--- src/rtl/instr_sequencer.sv ---
`timescale 1ns/1ps
`default_nettype none
// ============================================================================
// Module      : instr_sequencer
// Description : Fetch/execute/store sequencer between a CPU core and a
//               request/acknowledge memory port, with a memory-timeout fault.
// Revision    : 1.0 - initial release
// ============================================================================

module instr_sequencer #(
    parameter int WAIT_MAX = 16
) (
    input  logic        clk,
    input  logic        reset,
    input  logic        run,
    input  logic [7:0]  cpu_address,
    input  logic [7:0]  cpu_data,
    input  logic        cpu_store,
    output logic        cpu_en,
    output logic [7:0]  inst,
    output logic        mem_req,
    output logic        mem_we,
    output logic [7:0]  mem_addr,
    output logic [7:0]  mem_wdata,
    input  logic [7:0]  mem_rdata,
    input  logic        mem_ack,
    output logic        busy,
    output logic        fault,
    output logic [15:0] instr_count
);

    localparam int c_wait_w = (WAIT_MAX > 1) ? $clog2(WAIT_MAX) : 1;
    localparam logic [c_wait_w-1:0] c_wait_last = c_wait_w'(WAIT_MAX - 1);

    typedef enum logic [2:0] {
        S_IDLE   = 3'd0,
        S_FETCH  = 3'd1,
        S_EXEC   = 3'd2,
        S_DECODE = 3'd3,
        S_STORE  = 3'd4,
        S_HALT   = 3'd5
    } state_t;

    state_t              r_state;
    logic                r_cpu_en;
    logic [7:0]          r_inst;
    logic                r_mem_req;
    logic                r_mem_we;
    logic [7:0]          r_mem_addr;
    logic [7:0]          r_mem_wdata;
    logic                r_busy;
    logic                r_fault;
    logic [15:0]         r_instr_count;
    logic [c_wait_w-1:0] r_wait;

    logic                w_timeout;

    // The final permitted wait cycle has passed without an acknowledge.
    assign w_timeout = !mem_ack && (r_wait == c_wait_last);

    always_ff @(posedge clk) begin
        if (reset) begin
            r_state       <= S_IDLE;
            r_cpu_en      <= 1'b0;
            r_inst        <= 8'h00;
            r_mem_req     <= 1'b0;
            r_mem_we      <= 1'b0;
            r_mem_addr    <= 8'h00;
            r_mem_wdata   <= 8'h00;
            r_busy        <= 1'b0;
            r_fault       <= 1'b0;
            r_instr_count <= 16'h0000;
            r_wait        <= '0;
        end else begin
            r_cpu_en <= 1'b0;
            case (r_state)
                S_IDLE: begin
                    if (run) begin
                        r_state    <= S_FETCH;
                        r_mem_req  <= 1'b1;
                        r_mem_we   <= 1'b0;
                        r_mem_addr <= cpu_address;
                        r_wait     <= '0;
                        r_busy     <= 1'b1;
                    end
                end
                S_FETCH: begin
                    if (mem_ack) begin
                        r_state       <= S_EXEC;
                        r_inst        <= mem_rdata;
                        r_mem_req     <= 1'b0;
                        r_cpu_en      <= 1'b1;
                        r_instr_count <= r_instr_count + 16'd1;
                    end else if (w_timeout) begin
                        r_state   <= S_HALT;
                        r_mem_req <= 1'b0;
                        r_busy    <= 1'b0;
                        r_fault   <= 1'b1;
                    end else begin
                        r_wait <= r_wait + 1'b1;
                    end
                end
                S_EXEC: begin
                    r_state <= S_DECODE;
                end
                S_DECODE: begin
                    if (cpu_store) begin
                        r_state     <= S_STORE;
                        r_mem_req   <= 1'b1;
                        r_mem_we    <= 1'b1;
                        r_mem_addr  <= cpu_address;
                        r_mem_wdata <= cpu_data;
                        r_wait      <= '0;
                    end else if (run) begin
                        r_state    <= S_FETCH;
                        r_mem_req  <= 1'b1;
                        r_mem_we   <= 1'b0;
                        r_mem_addr <= cpu_address;
                        r_wait     <= '0;
                    end else begin
                        r_state <= S_IDLE;
                        r_busy  <= 1'b0;
                    end
                end
                S_STORE: begin
                    if (mem_ack) begin
                        if (run) begin
                            // Back-to-back fetch: mem_req stays high across the boundary.
                            r_state    <= S_FETCH;
                            r_mem_we   <= 1'b0;
                            r_mem_addr <= cpu_address;
                            r_wait     <= '0;
                        end else begin
                            r_state   <= S_IDLE;
                            r_mem_req <= 1'b0;
                            r_busy    <= 1'b0;
                        end
                    end else if (w_timeout) begin
                        r_state   <= S_HALT;
                        r_mem_req <= 1'b0;
                        r_busy    <= 1'b0;
                        r_fault   <= 1'b1;
                    end else begin
                        r_wait <= r_wait + 1'b1;
                    end
                end
                S_HALT: begin
                    r_mem_req <= 1'b0;
                    r_busy    <= 1'b0;
                    r_fault   <= 1'b1;
                end
                default: begin
                    r_state   <= S_IDLE;
                    r_mem_req <= 1'b0;
                    r_busy    <= 1'b0;
                end
            endcase
        end
    end

    assign cpu_en      = r_cpu_en;
    assign inst        = r_inst;
    assign mem_req     = r_mem_req;
    assign mem_we      = r_mem_we;
    assign mem_addr    = r_mem_addr;
    assign mem_wdata   = r_mem_wdata;
    assign busy        = r_busy;
    assign fault       = r_fault;
    assign instr_count = r_instr_count;

endmodule

`default_nettype wire

--- config.mk ---
export PLATFORM = sky130hd
export DESIGN_NAME = instr_sequencer
export DESIGN_NICKNAME = d
export VERILOG_FILES = /design/src/rtl/instr_sequencer.sv
export SDC_FILE = /design/constraint.sdc
export NUM_CORES = 1
export LEC_CHECK = 0
export BUFFER_PORTS_ARGS = -buffer_cell sky130_fd_sc_hd__clkbuf_2
export CORE_MARGIN = 10
export CORE_UTILIZATION = 49
export DETAILED_ROUTE_END_ITERATION = 12
export HOLD_SLACK_MARGIN = 0.08
export PLACE_DENSITY = 0.77
export RECOVER_POWER = 50
export REMOVE_ABC_BUFFERS = 1
export SLEW_MARGIN = 10
export SYNTH_ARGS = -nofsm -noshare
export SYNTH_HDL_FRONTEND = slang
export SYNTH_SLANG_ARGS = --single-unit
--- constraint.sdc ---
create_clock -name clk -period 2 [get_ports clk]
set_input_delay 0.2 -clock clk [delete_from_list [all_inputs] [get_ports clk]]
set_output_delay 0.2 -clock clk [all_outputs]
set_load 0.005 [all_outputs]
==> impl_metrics.py <==
metrics = {
    "clock_tree": {
        "clock_tree.root_cell": "clkbuf_8",
        "cts_tree": "done",
        "cts_buffer_depth": 2,
        "clock_latency_ns": 0.31,
        "htree_levels": 2,
        "clk_pin_slew_ns": 0.10,
        "postCtsSetupBuffers": 0,
        "clock-sinks": 52,
        "numCtsBuffers": 5,
    },
    "yosys": {
        "synth_top_family_by_area": "simple AND/OR/NAND/NOR gates",
        "ys_seq_area_frac": 0.4370,
        "synth_cells": 295,
        "synth-edff-count": 0,
        "synth.area.top_cells": "dfxtp_1, a21oi_1, nand2_1",
        "synth_warnings": 0,
        "syn_area_per_cell_um2": 8.076,
        "synth.distinct_cells": 50,
        "async_flop_share": 0,
        "syn_area_um2": 2382,
        "synth_adder_area_share": 0.01050,
        "muxShareOfSynthArea": 0,
        "synthFlopType": "dfxtp_1",
        "yosysMostFrequentCell": "dfxtp_1",
        "synth-xor-area-share": 0.03309,
        "yosys.area_share.simple": 0.2616,
        "synth_compound_area_frac": 0.2111,
        "yosysTopAreaCell": "dfxtp_1",
        "synth_top_area_share": 0.4370,
        "yosys-top-cells-count": "dfxtp_1, nand2_1, a21oi_1",
        "synth_seq_cells": 52,
    },
    "timing": {
        "drv_slew": 0,
        "period_needed_ns": 1.738,
        "finClkSkew_ns": 0.01010,
        "tns_ns": 0,
        "max_slew_margin": 0.5702,
        "hold_violations": 0,
        "worst_slack_ns": 0.2619,
        "timing.final.crit_share": 0.8691,
        "max_freq_mhz": 575.3,
        "setup_viol": 0,
        "rsz0062_at_grt": "no",
        "whs_ns": 0.09940,
        "worst_slew_pin_slew_ns": 0.6418,
    },
    "flow_run": {
        "drv_cap": 0,
    },
    "placement": {
        "placed_area_um2": 2819,
        "gp_congestion": 0.8259,
        "place_ws_ns": 0.1868,
        "dpl.hpwl_um": 4554,
        "port-buffer-count": 73,
    },
    "floorplan": {
        "die_y_um": 89.73,
        "io_pins": 74,
        "die_area_um2": 8051,
        "dieWidth_um": 89.73,
        "rows": 25,
        "initial_core_util": 0.5044,
        "core-area_um2": 4723,
    },
    "drt": {
        "via_per_inst": 5.333,
        "drtAntennaViolNets": 0,
        "wl_per_cell_um": 14.24,
        "wl_um": 6151,
        "first_iter_violations": 88,
        "vias": 2304,
        "firstDrtPassIters": 4,
        "drc": 0,
    },
    "global_routing": {
        "grt_first_pass_wirelength_um": 10510,
        "grt_pass1_vias": 2240,
        "gr-total-overflow": 0,
        "grt_max_degree": 26,
        "track_usage": 0.1512,
        "grt_antenna_before_repair": 0,
    },
    "layout": {
        "design_area_um2": 2879,
        "final_nets": 395,
        "fill_cells": 470,
        "layout-drive-gt1-share": 0.1507,
        "register_area_um2": 1042,
        "n_antenna_cell": 0,
        "multi_input_area_um2": 1230,
        "synthToLayoutAreaGrowth_pct": 20.85,
    },
    "power": {
        "power_leakage_nw": 1.033,
        "power.total_mw": 2.080,
        "power_density_nw_per_um2": 722.6,
        "ir_drop_mv": 0.4647,
    },
    "outcome": {
        "status": "finished, final reports clean",
    },
    "critical_path": {
        "path_class": "register to register",
        "required_ns": 2.24,
        "cp-end-kind": "register",
        "cp-start-kind": "register",
        "cp.arrival_ns": 1.98,
        "crit_fanout": 10,
    },
    "worst_hold_path": {
        "hp-class": "primary input to register",
    },
}
routing by layer:
metal  wire, um  vias to the layer above  GRT usage
met1       2806                     1051     0.1812
met5          0                        -          0
li1           -                     1182          -
met2       2785                       67     0.2385
met3        508                        4    0.06234
met4         51                        0    0.04987
worst paths after layout:
kind | end | from | cells after the start | slack, ns
worst max-delay path | instr_count[13] | instr_count[5] | 4 | 0.26
worst min-delay path | mem_wdata[3] | cpu_data[3] | 3 | 0.1
worst max register to register | instr_count[13] | instr_count[5] | 4 | 0.26
worst min register to register | mem_wdata[0] | mem_wdata[0] | 2 | 0.46
critical path: stages (launching register included):
cell and delay (ns):
dfxtp_1 0.41, and4_1 0.28, nand3_1 0.26, or4_1 0.57
a21oi_1 0.15
report_power, final:
group / switching [mW] / internal (mW) / total, mW
clock: 0.349 / 0.378 / 0.727
sequential: 0.0254 / 1.07 / 1.09
combinational: 0.148 / 0.111 / 0.259
total: 0.522 / 1.56 / 2.08
cell usage in the layout (no fill, tap or decap), types with 4 or more instances in the layout:
| cell | Yosys | final |
|---|---|---|
| o31ai_1 | 5 | 5 |
| clkbuf_1 | 14 | 41 |
| clkbuf_2 | 0 | 34 |
| a211oi_1 | 4 | 4 |
| o21ai_0 | 18 | 18 |
| buf_4 | 0 | 7 |
| nor2b_1 | 5 | 5 |
| a21oi_1 | 41 | 41 |
| nand3_1 | 17 | 17 |
| inv_1 | 5 | 5 |
| nor3_1 | 4 | 4 |
| clkbuf_8 | 0 | 5 |
| or4_1 | 4 | 4 |
| xnor2_1 | 4 | 4 |
| nand4_1 | 4 | 4 |
| xor2_1 | 5 | 5 |
| nand2_1 | 46 | 46 |
| nor2_1 | 21 | 21 |
| dfxtp_1 | 52 | 51 |
layout make-up:
class / instances / share of cell area
clock buffer: 6 / 0.02521
tap: 67 / 0.02912
clock inverter: 2 / 0.01347
inverter: 5 / 0.006519
multi-input combinational: 218 / 0.4272
timing repair buffer: 82 / 0.1365
sequential: 52 / 0.3620
cell families (layout without fill, tap and decap cells):
| group | after synthesis | after routing |
|---|---|---|
| xor+xnor | 9 | 9 |
| flops | 52 | 52 |
| simple gates | 122 | 122 |
| buf+inv | 25 | 95 |
| compound gates | 85 | 85 |
| fa+ha+maj | 2 | 2 |
state kept, by name (all words and copies together) (netlist names), 3 cells and up:
| register | flops |
|---|---|
| mem_wdata | 8 |
| r_wait | 4 |
| r_state | 3 |
| inst | 8 |
| instr_count | 16 |
| mem_addr | 8 |
stage by stage:
stage                     std cells    util
final                           432  0.6095
after global routing            432  0.6095
after CTS                       432  0.6204
after detailed placement        424  0.5968
after global placement          424  0.5968
after floorplan                 275       -
repair_timing:
item	in CTS	in global routing
setup endpoints to repair	0	1
hold buffers	0	0
gates resized for setup	0	1
Note: power is estimated with default switching activity, not from simulation.
